`src/rtl/uart_tx_core.sv`:
```
// -----------------------------------------------------------------------------
// uart_tx_core
//
// Standalone UART transmitter. Takes one DBIT-wide word per tx_start/tx_ready
// handshake and shifts it out on `tx` as: start bit (low), DBIT data bits LSB
// first, optional even-parity bit, then a stop period of SB_TICK oversample
// ticks (high). The baud generator makes one oversample tick every dvsr+1
// clocks, and each bit lasts 16 ticks.
//
// Parameters:
//   DBIT     data bits per frame (5..8)
//   SB_TICK  stop length in oversample ticks (16, 24 or 32)
//
// Optional feature macro:
//   UART_TX_PARITY_EN  adds a 16-tick even-parity bit between DATA and STOP.
//                      When it is undefined there is no parity state or logic.
//
// Ports:
//   clk           system clock
//   reset         synchronous, active-high reset
//   dvsr[15:0]    baud divisor, one oversample tick every dvsr+1 clocks
//   enable        baud generator run enable; 0 pauses the frame in place
//   tx_start      request to send din (accepted when tx_ready is high)
//   din[DBIT-1:0] word to transmit, sampled only on the accept cycle
//   tx_ready      core idle, tx_start will be accepted
//   tx_done_tick  one-cycle pulse on the last clock of the stop period
//   tx            registered serial output, idle high
// -----------------------------------------------------------------------------
module uart_tx_core #(
    parameter int DBIT    = 8,
    parameter int SB_TICK = 16
) (
    input  logic            clk,
    input  logic            reset,
    input  logic [15:0]     dvsr,
    input  logic            enable,
    input  logic            tx_start,
    input  logic [DBIT-1:0] din,
    output logic            tx_ready,
    output logic            tx_done_tick,
    output logic            tx
);

    // state    | meaning
    // ---------+----------------------------------------------------------
    // ST_IDLE  | line high, tx_ready high, waiting for tx_start
    // ST_START | start bit (low) for 16 ticks
    // ST_DATA  | data bit shift_q[0] for 16 ticks each, DBIT bits
    // ST_PARITY| even parity of the latched word for 16 ticks (macro only)
    // ST_STOP  | stop period (high) for SB_TICK ticks
`ifdef UART_TX_PARITY_EN
    typedef enum logic [2:0] {
        ST_IDLE   = 3'd0,
        ST_START  = 3'd1,
        ST_DATA   = 3'd2,
        ST_PARITY = 3'd3,
        ST_STOP   = 3'd4
    } state_t;
`else
    typedef enum logic [2:0] {
        ST_IDLE   = 3'd0,
        ST_START  = 3'd1,
        ST_DATA   = 3'd2,
        ST_STOP   = 3'd4
    } state_t;
`endif

    localparam logic [4:0] TICK_LAST = 5'd15;
    localparam logic [4:0] STOP_LAST = 5'(SB_TICK - 1);
    localparam logic [2:0] BIT_LAST  = 3'(DBIT - 1);

    state_t          state_q, state_d;
    logic [15:0]     cnt_q, cnt_d;
    logic [4:0]      s_q, s_d;
    logic [2:0]      n_q, n_d;
    logic [DBIT-1:0] shift_q, shift_d;
    logic            tx_q, tx_d;
    logic            ready_q, ready_d;
    logic            done_q, done_d;
`ifdef UART_TX_PARITY_EN
    logic            parity_q, parity_d;
`endif

    logic            tick;
    logic            accept;
    logic            stop_end;

    // ready_q is only ever high in ST_IDLE, so it alone qualifies the handshake.
    assign accept = tx_start && ready_q;
    assign tick   = enable && (cnt_q == dvsr);

    // The done cycle is itself the last clock of the stop period, so STOP is
    // left one clock before its final tick would land. That lets a tx_start
    // in the done cycle begin the next start bit with no idle gap while the
    // stop period still totals SB_TICK*(dvsr+1) clocks.
    always_comb begin
        stop_end = 1'b0;
        if (enable) begin
            if (dvsr != 16'd0) begin
                stop_end = (s_q == STOP_LAST) && (cnt_q == dvsr - 16'd1);
            end else begin
                stop_end = (s_q == STOP_LAST - 5'd1);
            end
        end
    end

    always_comb begin
        state_d = state_q;
        s_d     = s_q;
        n_d     = n_q;
        shift_d = shift_q;
        done_d  = 1'b0;
`ifdef UART_TX_PARITY_EN
        parity_d = parity_q;
`endif

        // Free-running baud counter, restarted on accept so the start bit
        // is a full 16*(dvsr+1) clocks.
        if (accept) begin
            cnt_d = 16'd0;
        end else if (enable) begin
            cnt_d = (cnt_q == dvsr) ? 16'd0 : cnt_q + 16'd1;
        end else begin
            cnt_d = cnt_q;
        end

        case (state_q)
            ST_IDLE: begin
                if (accept) begin
                    state_d = ST_START;
                    s_d     = 5'd0;
                    n_d     = 3'd0;
                    shift_d = din;
`ifdef UART_TX_PARITY_EN
                    parity_d = ^din;
`endif
                end
            end
            ST_START: begin
                if (tick) begin
                    if (s_q == TICK_LAST) begin
                        state_d = ST_DATA;
                        s_d     = 5'd0;
                        n_d     = 3'd0;
                    end else begin
                        s_d = s_q + 5'd1;
                    end
                end
            end
            ST_DATA: begin
                if (tick) begin
                    if (s_q == TICK_LAST) begin
                        s_d     = 5'd0;
                        shift_d = shift_q >> 1;
                        if (n_q == BIT_LAST) begin
`ifdef UART_TX_PARITY_EN
                            state_d = ST_PARITY;
`else
                            state_d = ST_STOP;
`endif
                        end else begin
                            n_d = n_q + 3'd1;
                        end
                    end else begin
                        s_d = s_q + 5'd1;
                    end
                end
            end
`ifdef UART_TX_PARITY_EN
            ST_PARITY: begin
                if (tick) begin
                    if (s_q == TICK_LAST) begin
                        state_d = ST_STOP;
                        s_d     = 5'd0;
                    end else begin
                        s_d = s_q + 5'd1;
                    end
                end
            end
`endif
            ST_STOP: begin
                if (stop_end) begin
                    state_d = ST_IDLE;
                    s_d     = 5'd0;
                    done_d  = 1'b1;
                end else if (tick) begin
                    s_d = s_q + 5'd1;
                end
            end
            default: begin
                state_d = ST_IDLE;
                s_d     = 5'd0;
                n_d     = 3'd0;
            end
        endcase

        // Line level follows the next state so tx is a plain flop output.
        case (state_d)
            ST_START:  tx_d = 1'b0;
            ST_DATA:   tx_d = shift_d[0];
`ifdef UART_TX_PARITY_EN
            ST_PARITY: tx_d = parity_d;
`endif
            default:   tx_d = 1'b1;
        endcase

        ready_d = (state_d == ST_IDLE);
    end

    always_ff @(posedge clk) begin
        if (reset) begin
            state_q  <= ST_IDLE;
            cnt_q    <= 16'd0;
            s_q      <= 5'd0;
            n_q      <= 3'd0;
            shift_q  <= '0;
            tx_q     <= 1'b1;
            ready_q  <= 1'b1;
            done_q   <= 1'b0;
`ifdef UART_TX_PARITY_EN
            parity_q <= 1'b0;
`endif
        end else begin
            state_q  <= state_d;
            cnt_q    <= cnt_d;
            s_q      <= s_d;
            n_q      <= n_d;
            shift_q  <= shift_d;
            tx_q     <= tx_d;
            ready_q  <= ready_d;
            done_q   <= done_d;
`ifdef UART_TX_PARITY_EN
            parity_q <= parity_d;
`endif
        end
    end

    assign tx           = tx_q;
    assign tx_ready     = ready_q;
    assign tx_done_tick = done_q;

endmodule

```
`config.mk`:
```
export PLATFORM = sky130hd
export DESIGN_NAME = uart_tx_core
export DESIGN_NICKNAME = d
export VERILOG_FILES = /design/src/rtl/uart_tx_core.sv
export SDC_FILE = /design/constraint.sdc
export NUM_CORES = 1
export LEC_CHECK = 0
export BUFFER_PORTS_ARGS = -buffer_cell sky130_fd_sc_hd__buf_2
export CAP_MARGIN = 10
export CORE_MARGIN = 5
export CORE_UTILIZATION = 39
export DETAILED_ROUTE_END_ITERATION = 8
export PLACE_DENSITY = 0.62
export SLEW_MARGIN = 20
export SYNTH_ARGS = -nofsm -noshare
export SYNTH_HDL_FRONTEND = slang
export SYNTH_SLANG_ARGS = --single-unit
```
`constraint.sdc`:
```
create_clock -name clk -period 7.35 [get_ports clk]
set_input_delay 0.3675 -clock clk [delete_from_list [all_inputs] [get_ports clk]]
set_output_delay 0.3675 -clock clk [all_outputs]
set_load 0.01 [all_outputs]
```
==> metrics, run 1 <==
Reg area=761 um2; top-area cell type share of the netlist area=29.2%; Final Max Slew Viols=0; run status=finished clean; Post-synth EDFFs=0; die area=8420 um2; PwrDens=152 nW/um2; synth unique cells=62; cell taking the most area after synthesis=dfxtp_1; syn nets=358; Clock Latency Late Sink=0.29 ns; DRT Pass-1 Iters=4; DR iter-0 viols=67; CP Launch Type=flip-flop; Post-Synthesis Cells=322; post-detail-place hpwl=4660 um; DRC viols=0; Fillers=663; antenna violations before repair=0; placer congestion estimate=0.838; Slew headroom=60.1%; Inserted Clock Buffers=5; initial core utilization=40.6%; CP Launch Point=cnt_q[6]; syn avg cell area=8.10 um2; routed len/inst=14.1 um; post-CTS setup buffer count=0; layout cell share with drive strength beyond 1=16.8%; placed cell areas=2770 um2; final worst setup slack=4.65 ns; clock slew at reported path FFs=0.08 ns; Tmin final=2.70 ns; WL final=5960 um; largest net degree at the start of global routing=24; aggregate global routing overflow=0; die width=91.8 um; H-tree Lvls=2; Final setup viols=0; Vert. Die Dim=91.8 um; Core Area=6420 um2; Port Buffers=30; ant diodes=0; synth-to-layout area growth=10.0%; cell area after synthesis=2610 um2; CTS Hold Buffers Added=0; Worst Hold Launch=din[7]; Critical Path Fanout Max=9; Final #Nets=380; Design Area, Final=2870 um2; Fin. Hold Viols=0; fmax=370 MHz; worst flop-to-flop path startpoint=cnt_q[6]; vias in the first global route=2311; Leak Pwr=1.07 nW; final setup TNS=0 ns; Async S/R FF share, synth=0%; Top Ports=31; first-pass GRT wire length=10400 um; Syn. warnings=0; Max Buffers Root-to-Sink=2; Worst Hold Class=input pin to flip-flop; Cell Rows=29; Worst-Margin Slew=0.596 ns; max cap viols=0; sequential share of the synthesized area=29.2%; Via-to-Cell Ratio=5.53; Max VDD drop=0.0752 mV; clock skew=0.00985 ns; TritonCTS clock tree=yes; multi-input logic area=1730 um2; ys flop type=dfxtp_1; vias=2334; RSZ-0062 raised after global routing=no; Root Driver=clkbuf_8; pre-CTS setup slack=4.45 ns; Power Total=0.435 mW; Crit. End Element=flip-flop; GRT Overall Usage=14.9%; Yosys reg bits=38; Num Clock Sinks=38; post-cts sizing count=0; kind of critical path=flip-flop to flip-flop; main area contributors after synthesis=dfxtp_1 29%, xor2_1 6.7%, xnor2_1 6.0%, nor2_1 5.8%, nand2_1 4.6%; Critical Path AT=2.87 ns; WP data required=7.52 ns; final critical-path share of the clock period=36.8%; post-route ant nets=0
-- final cells by class --
| type | instances | share of cell area (%) |
|---|---|---|
| flip-flops and latches | 38 | 26.5 |
| repair buffers | 30 | 5.23 |
| well taps | 77 | 3.36 |
| clock inverters | 2 | 0.436 |
| multi-input cells | 260 | 60.4 |
| inverters | 9 | 1.18 |
| clock buffers | 6 | 2.88 |
-- power breakdown --
part / internal (mW) / switching (mW)
logic: 0.0283 / 0.0409
clock network: 0.0754 / 0.0735
registers: 0.212 / 0.00496
total: 0.316 / 0.119
-- logic make-up after synthesis --
| logic type | Yosys count | share of synthesized area [%] |
|---|---|---|
| AND/OR/NAND/NOR | 153 | 32.1 |
| AO/OA/AOI/OAI | 58 | 16.6 |
| flip-flops | 38 | 29.2 |
| adder cells (fa/ha/maj) | 8 | 3.84 |
| XOR/XNOR | 38 | 12.8 |
| multiplexers | 3 | 1.20 |
| buffers and inverters | 24 | 4.37 |
-- state kept, by name, summed over array words and instances, names as in the netlist --
name / cells
cnt_q: 16
shift_q: 8
s_q: 5
n_q: 3
state_q: 3
tx: 1
tx_done_tick: 1
tx_ready: 1
-- routing by layer --
layer	wire, um	vias to the layer above	global-route usage [%]
li1	-	1194	-
met1	2820	1098	19.2
met2	2780	36	24.9
met3	310	6	3.52
met4	62	0	3.84
met5	0	-	0
-- worst paths after layout --
path,slack (ns),to,cells after the start
worst max register to register,4.65,shift_q[7],9
worst min register to register,0.46,shift_q[1],2
worst min-delay path,0.32,shift_q[7],3
worst max-delay path,4.65,shift_q[7],9
-- placed cells by master, fill, tap and decap left out, types with 5 or more instances in the layout --
cell type,n
inv_1,9
clkbuf_8,6
o21ai_0,5
a21oi_1,16
nor3_1,9
nand2b_1,6
nand2_1,32
nand3_1,16
buf_2,30
ha_1,8
a22oi_1,6
nor4_1,6
nor2_1,40
xor2_1,20
xnor2_1,18
nand4_1,6
dfxtp_1,38
-- worst max-delay path, stage by stage (launching register included) --
cell and delay (ns):
dfxtp_1 0.39, or2_4 0.30, a2111oi_4 0.38, nand4_2 0.18, nor4_4 0.54, and2_1 0.24, and3_4 0.28, nor3b_1 0.07
a21oi_1 0.15, nor2_1 0.05
-- stage by stage --
| step | utilization [%] | hold WS, ns | std cells |
|---|---|---|---|
| after floorplan | - | 0.431 | 322 |
| after global placement | 43.2 | 0.443 | 414 |
| after detailed placement | 43.2 | 0.454 | 414 |
| after CTS | 44.7 | 0.310 | 422 |
| after global routing | 44.7 | 0.347 | 422 |
| final | 44.7 | 0.320 | 422 |
-- synth_stat cells, drive strengths merged, types with 6 or more instances --
master  count
nor2       43
dfxtp      38
nand2      33
xor2       20
a21oi      19
xnor2      18
nand3      16
inv         9
nor3        9
clkbuf      8
ha          8
nor4        8
o21ai       8
buf         7
nand4       7
a22oi       6
nand2b      6
nor3b       6
Note: power is estimated with default switching activity, not from simulation.
==> run 2: changes to the inputs <==
--- a/config.mk
+++ b/config.mk
@@ -5,12 +5,13 @@
 export SDC_FILE = /design/constraint.sdc
 export NUM_CORES = 1
 export LEC_CHECK = 0
+export ABC_AREA = 1
 export BUFFER_PORTS_ARGS = -buffer_cell sky130_fd_sc_hd__buf_2
 export CAP_MARGIN = 10
 export CORE_MARGIN = 5
 export CORE_UTILIZATION = 39
 export DETAILED_ROUTE_END_ITERATION = 8
-export PLACE_DENSITY = 0.62
+export PLACE_DENSITY = 0.64
 export SLEW_MARGIN = 20
 export SYNTH_ARGS = -nofsm -noshare
 export SYNTH_HDL_FRONTEND = slang
==> constraint.sdc (replaced) <==
create_clock -name clk -period 2.3 [get_ports clk]
set_input_delay 0.115 -clock clk [delete_from_list [all_inputs] [get_ports clk]]
set_output_delay 0.115 -clock clk [all_outputs]
set_load 0.01 [all_outputs]
==> metrics, run 2 <==
end of the worst hold path=shift_q[7] (unchanged); Max Buffers Root-to-Sink=2 (unchanged); synth unique cells=39 (was 62); kind of critical path=flip-flop to flip-flop (unchanged); Worst Hold Class=input pin to flip-flop (unchanged); Leak Pwr=1.41 nW (was 1.07 nW); PwrDens=519 nW/um2 (was 152 nW/um2); layout cell share with drive strength beyond 1=19.5% (was 16.8%); pre-CTS setup slack=0.157 ns (was 4.45 ns); synth cell count leaders=120 x nand2_1, 59 x nor2_1, 56 x inv_1 (was 40 x nor2_1, 38 x dfxtp_1, 32 x nand2_1); Port Buffers=30 (unchanged); Vert. Die Dim=93.7 um (was 91.8 um); Cell Rows=30 (was 29); placer congestion estimate=0.855 (was 0.838); biggest regs=cnt_q x16, shift_q x8, s_q x5 (unchanged); final worst setup slack=0.213 ns (was 4.65 ns); grt met2 use=25.6% (was 24.9%); Num Clock Sinks=38 (unchanged); worst hold slack=0.0672 ns (was 0.320 ns); M1 GR Usage=19.0% (was 19.2%); WP data required=2.47 ns (was 7.52 ns); Critical Path AT=2.25 ns (was 2.87 ns); post-detail-place hpwl=5080 um (was 4660 um); largest net degree at the start of global routing=21 (was 24); max cap viols=0 (unchanged); TritonCTS clock tree=yes (unchanged); clock skew=0.00668 ns (was 0.00985 ns); worst r2r dst=s_q[0] (was shift_q[7]); ant diodes=0 (unchanged); most common cell in the synthesized netlist=nand2_1 (was nor2_1); Final setup viols=0 (unchanged); die area=8780 um2 (was 8420 um2); synth-to-layout area growth=16.4% (was 10.0%); Yosys reg bits=38 (unchanged); die width=93.7 um (was 91.8 um); largest register by flop count=cnt_q (unchanged); fmax=479 MHz (was 370 MHz); Via-to-Cell Ratio=4.69 (was 5.53); Hold Crit Depth=3 (unchanged); initial core utilization=40.2% (was 40.6%); syn nets=460 (was 358); Non-Filler Instances=557 (was 422); clock slew at reported path FFs=0.08 ns (about the same); final setup TNS=0 ns (unchanged); Async S/R FF share, synth=0% (unchanged); Worst Hold Launch=din[7] (unchanged); placed cell areas=3000 um2 (was 2770 um2); Inserted Clock Buffers=5 (unchanged); main area contributors after synthesis=dfxtp_1 28%, nand2_1 16%, nor2_1 8.1%, inv_1 7.7%, a21oi_1 4.4% (was dfxtp_1 29%, xor2_1 6.7%, xnor2_1 6.0%, nor2_1 5.8%, nand2_1 4.6%); Tmin final=2.09 ns (was 2.70 ns); Root Driver=clkbuf_8 (unchanged); met3 Resource Use GR=3.61% (was 3.52%); first-pass GRT wire length=10800 um (was 10400 um); commonest non-fill, non-tap cell in the layout=nand2_1 (was nor2_1); Top Ports=31 (unchanged); gr busiest metal=met2 (unchanged); CTS Hold Buffers Added=0 (unchanged); Worst-Margin Slew=0.717 ns (was 0.596 ns); Design Area, Final=3180 um2 (was 2870 um2); H-tree Lvls=2 (unchanged); routed len/inst=11.6 um (was 14.1 um); DRC viols=0 (unchanged); vias in the first global route=2469 (was 2311); Post-synth EDFFs=0 (unchanged); syn avg cell area=6.44 um2 (was 8.10 um2); antenna violations before repair=0 (unchanged); Critical Path Fanout Max=4 (was 9); cell taking the most area after synthesis=dfxtp_1 (unchanged); path depth of the worst reg2reg path=19 (was 9); Post-Synthesis Cells=424 (was 322); Core Area=6790 um2 (was 6420 um2); ys flop type=dfxtp_1 (unchanged); aggregate global routing overflow=0 (unchanged); CP Launch Type=flip-flop (unchanged); sequential share of the synthesized area=27.8% (was 29.2%); Fin. Hold Viols=0 (unchanged); worst flop-to-flop path startpoint=s_q[1] (was cnt_q[6]); most frequent cells in the layout=120 x nand2_1, 59 x nor2_1, 56 x inv_1, 36 x dfxtp_1, 30 x buf_2 (was 40 x nor2_1, 38 x dfxtp_1, 32 x nand2_1, 30 x buf_2, 20 x xor2_1); Clock Latency Late Sink=0.29 ns (about the same); Largest register FFs=16 (unchanged); DRT Pass-1 Iters=5 (was 4); vias=2613 (was 2334); r2r setup slk=0.21 ns (was 4.65 ns); Max VDD drop=0.376 mV (was 0.0752 mV); post-route ant nets=0 (unchanged); run status=finished clean (unchanged); WL final=6480 um (was 5960 um); Slew headroom=51.8% (was 60.1%); GRT Overall Usage=15.1% (was 14.9%); placed insts=548 (was 414); top-area cell type share of the netlist area=27.8% (was 29.2%); Final #Nets=496 (was 380); Crit. End Element=flip-flop (unchanged); Final Max Slew Viols=0 (unchanged); Syn. warnings=0 (unchanged); DR iter-0 viols=141 (was 67); final critical-path share of the clock period=90.7% (was 36.8%); cell area after synthesis=2730 um2 (was 2610 um2)
==> run 2: cell types whose count changed after synthesis, moves of 8 or more <==
cell,delta
xor2_1,-9
nor2_1,+19
a21oi_1,+8
inv_1,+47
nand2_1,+88
nand2_2,+9
==> run 2: kinds of logic (layout without fill, tap and decap cells) <==
logic type | Yosys count | after routing | synth area share (%)
and+or+nand+nor | 248 | 248 | 42.2
buffers and inverters | 66 | 103 | 9.16
AOI/OAI and AO/OA | 38 | 38 | 8.01
DFF | 38 | 38 | 27.8
xor gates and xnor gates | 26 | 26 | 9.16
adders and majority gates | 8 | 8 | 3.66
==> run 2: metal layers <==
metal | part of all wire [%] | up-vias
li1 | - | 1390
met1 | 48 | 1169
met2 | 46 | 48
met3 | 4.9 | 6
met4 | 1.2 | 0
met5 | 0 | -
==> run 2: power breakdown <==
group,internal [mW],total [mW],switching [mW]
sequential,0.681,0.701,0.0199
clock,0.435,0.686,0.251
combinational,0.0951,0.264,0.169
==> run 2: final cells by class <==
| type | instances | area (um2) |
|---|---|---|
| clock buffer | 5 | 68.8 |
| multi-input combinational | 320 | 1750 |
| fill | 733 | 3610 |
| timing repair buffer | 33 | 173 |
| sequential | 38 | 768 |
| inverter | 62 | 233 |
| tap | 96 | 120 |
| clock inverter | 3 | 68.8 |
==> run 2: repair_timing <==
item,in CTS,in global routing
endpoints found under the hold margin,0,0
setup endpoints to repair,0,3
setup buffers,0,1
gates resized for setup,0,9
==> run 2: worst max path at each step <==
stage           start     end  slack (ns)  cells after the start
3_3_place_gp   s_q[1]  s_q[1]        0.22                     19
6_report       s_q[1]  s_q[0]        0.21                     19
3_5_place_dp   s_q[1]  s_q[0]        0.16                     19
2_1_floorplan  s_q[1]  s_q[0]        0.28                     19
5_1_grt        s_q[1]  s_q[0]       -0.02                     19
4_1_cts        s_q[1]  s_q[0]        0.13                     19
==> run 2: critical path, stage by stage, from the launching register on <==
cell and delay [ns]:
dfxtp_4 0.38, ha_4 0.14, nand3_2 0.08, inv_1 0.07, ha_2 0.17, nand2_1 0.05
nor3_1 0.16, nand2_1 0.07, nor2_1 0.09, nand2_1 0.06, nor2_1 0.08, nand2_1 0.07
nand2_2 0.08, nand2_4 0.07, nand2_2 0.08, nand2_2 0.08, nand2_1 0.06, nor2_1 0.03
nor2_1 0.10, nor2_1 0.04
==> run 2: through the flow <==
stage | utilization, % | power (mW)
finish | 46.8 | 1.65
global placement | 44.2 | 0.972
floorplan | - | 0.893
detailed placement | 44.2 | 0.977
CTS | 46.2 | 1.67
global route | 46.8 | 1.74
==> run 3: changes to the inputs <==
--- a/config.mk
+++ b/config.mk
@@ -5,14 +5,13 @@
 export SDC_FILE = /design/constraint.sdc
 export NUM_CORES = 1
 export LEC_CHECK = 0
-export ABC_AREA = 1
 export BUFFER_PORTS_ARGS = -buffer_cell sky130_fd_sc_hd__buf_2
 export CAP_MARGIN = 10
 export CORE_MARGIN = 5
 export CORE_UTILIZATION = 39
 export DETAILED_ROUTE_END_ITERATION = 8
 export PLACE_DENSITY = 0.64
-export SLEW_MARGIN = 20
+export SLEW_MARGIN = 5
 export SYNTH_ARGS = -nofsm -noshare
 export SYNTH_HDL_FRONTEND = slang
 export SYNTH_SLANG_ARGS = --single-unit
==> metrics, run 3 (same netlist as run 1, synthesis figures left out) <==
final worst setup slack=-0.110 ns (was 0.213 ns); GRT Overall Usage=15.4% (was 15.1%); crit path cell chain=xnor2_2 > nand2_1 > or4_4 > nor4_4 > buf_6 > o2bb2ai_4 > a21oi_2 > o31a_2 > nand2_1 > o32ai_2 (was ha_4 > nand3_2 > inv_1 > ha_2 > nand2_1 > nor3_1 > nand2_1 > nor2_1 > nand2_1 > nor2_1 > nand2_1 > nand2_2 > nand2_4 > nand2_2 > nand2_2 > nand2_1 > nor2_1 > nor2_1 > nor2_1); Fin. Hold Viols=0 (unchanged); Leak Pwr=1.37 nW (was 1.41 nW); failing checks=setup timing; WP data required=2.51 ns (was 2.47 ns); Final Max Slew Viols=0 (unchanged); CP max stage delay=0.54 ns (was 0.38 ns); multi-input logic area=1900 um2 (was 1750 um2); Worst Hold Class=input pin to flip-flop (unchanged); layout cell share with drive strength beyond 1=35.4% (was 19.5%); PwrDens=427 nW/um2 (was 519 nW/um2); Max VDD drop=0.316 mV (was 0.376 mV); Critical path buffers and inverters=1 (unchanged); Vert. Die Dim=91.8 um (was 93.7 um); critical path's slowest cell=or4_4 (was dfxtp_4); DRT Pass-1 Iters=4 (was 5); aggregate global routing overflow=0 (unchanged); die width=91.8 um (was 93.7 um); clock skew=0.0117 ns (was 0.00668 ns); run status=finished with violations (was finished clean); CP most frequent cell=nand2_1; Clock Latency Late Sink=0.29 ns (about the same); Largest register FFs=16 (unchanged); CTS Hold Buffers Added=0 (unchanged); Net Sw Frac=27.9% (was 26.7%); final critical-path share of the clock period=105% (was 90.7%); Reg area=768 um2 (unchanged); Final setup viols=12 (was 0); largest net degree at the start of global routing=24 (was 21); Final #Nets=433 (was 496); clock power share=32.8% (was 41.5%); max cap viols=0 (unchanged); final setup TNS=-0.439 ns (was 0 ns); clock slew at reported path FFs=0.08 ns (about the same); post-route ant nets=0 (unchanged); Cell Rows=29 (was 30); RSZ-0062 raised after global routing=yes; DRC viols=0 (unchanged); Worst-Margin Slew=0.495 ns (was 0.717 ns); P_int=1.06 mW (was 1.21 mW); routed len/inst=13.7 um (was 11.6 um); Critical Path Fanout Max=5 (was 4); biggest regs=cnt_q x16, shift_q x8, s_q x5 (unchanged); fmax=415 MHz (was 479 MHz); antenna violations before repair=0 (unchanged); vias=2527 (was 2613); combinational share of power=20.2% (was 16.0%); Num Clock Sinks=38 (unchanged); Max Buffers Root-to-Sink=2 (unchanged); Core Area=6420 um2 (was 6790 um2); CP top delay family=simple AND/OR/NAND/NOR gates (unchanged); DR iter-0 viols=118 (was 141); worst hold slack=0.0520 ns (was 0.0672 ns); placer congestion estimate=0.840 (was 0.855); P_sw=0.411 mW (was 0.441 mW); Critical Path AT=2.62 ns (was 2.25 ns); Crit. End Element=flip-flop (unchanged); sequential share of power=47.0% (was 42.5%); TritonCTS clock tree=yes (unchanged); Tmin final=2.41 ns (was 2.09 ns); largest register by flop count=cnt_q (unchanged); Port Buffers=30 (unchanged); H-tree Lvls=2 (unchanged); ant diodes=0 (unchanged); vias in the first global route=2383 (was 2469); post-detail-place hpwl=4890 um (was 5080 um); kind of critical path=flip-flop to flip-flop (unchanged); die area=8420 um2 (was 8780 um2); pre-CTS setup slack=-0.252 ns (was 0.157 ns); Top Ports=31 (unchanged); most frequent cells in the layout=48 x buf_4, 40 x nor2_1, 32 x dfxtp_1, 30 x nand2_1, 30 x buf_2 (was 120 x nand2_1, 59 x nor2_1, 56 x inv_1, 36 x dfxtp_1, 30 x buf_2); Fillers=584 (was 733); Via-to-Cell Ratio=5.32 (was 4.69); synth-to-layout area growth=32.3% (was 16.4%); first-pass GRT wire length=10800 um (about the same); Inserted Clock Buffers=5 (unchanged); Slew headroom=67.0% (was 51.8%); CP Launch Type=flip-flop (unchanged); commonest non-fill, non-tap cell in the layout=buf_4 (was nand2_1); Root Driver=clkbuf_8 (unchanged); WL final=6520 um (was 6480 um); initial core utilization=40.6% (was 40.2%)
run 3: routing by layer:
metal | vias to the layer above | wire length [um] | GRT usage, %
met2 | 58 | 3040 | 24.0
met3 | 7 | 310 | 3.19
li1 | 1296 | - | -
met4 | 0 | 68 | 4.58
met5 | - | 0 | 0
met1 | 1166 | 3100 | 21.5
run 3: what timing repair did:
item | CTS | global route
gates resized for setup | 14 | 19
setup endpoints to repair | 20 | 21
setup buffers | 7 | 1
pin swaps | 25 | 19
gates cloned | 0 | 1
run 3: final cells by class:
cell class | count | share of cell area, %
multi-input cells | 261 | 55.2
flip-flops and latches | 38 | 22.3
repair buffers | 82 | 16.1
well taps | 77 | 2.79
clock buffers | 7 | 2.50
inverters | 9 | 0.979
clock inverters | 1 | 0.145
run 3: final timing paths:
| kind | endpoint | slack, ns | start | cells past startpoint |
|---|---|---|---|---|
| worst max-delay path | s_q[1] | -0.11 | cnt_q[15] | 10 |
| worst min-delay path | shift_q[7] | 0.05 | din[7] | 3 |
| worst max register to register | s_q[1] | -0.11 | cnt_q[15] | 10 |
| worst min register to register | shift_q[2] | 0.46 | shift_q[2] | 2 |
run 3: worst register-to-register path: stages, from the launching register on:
cell	delay, ns
dfxtp_2	0.34
xnor2_2	0.15
nand2_1	0.08
or4_4	0.54
nor4_4	0.29
buf_6	0.17
o2bb2ai_4	0.07
a21oi_2	0.16
o31a_2	0.22
nand2_1	0.09
o32ai_2	0.23
run 3: power groups by stage:
stage	Combinational, mW	Clock (mW)	Sequential [mW]
2_1_floorplan	0.160	0	0.703
3_3_place_gp	0.257	0	0.704
3_5_place_dp	0.262	0	0.704
4_1_cts	0.281	0.496	0.690
5_1_grt	0.329	0.533	0.694
6_report	0.298	0.483	0.692
run 3: metrics by stage:
step / cell area (um2) / util (%) / cells / total power [mW]
6_report: 3450 / 53.7 / 475 / 1.47
5_1_grt: 3450 / 53.7 / 475 / 1.56
4_1_cts: 3350 / 52.1 / 473 / 1.47
3_5_place_dp: 3140 / 48.9 / 458 / 0.966
3_3_place_gp: 3140 / 48.9 / 458 / 0.961
2_1_floorplan: 2660 / - / 322 / 0.863
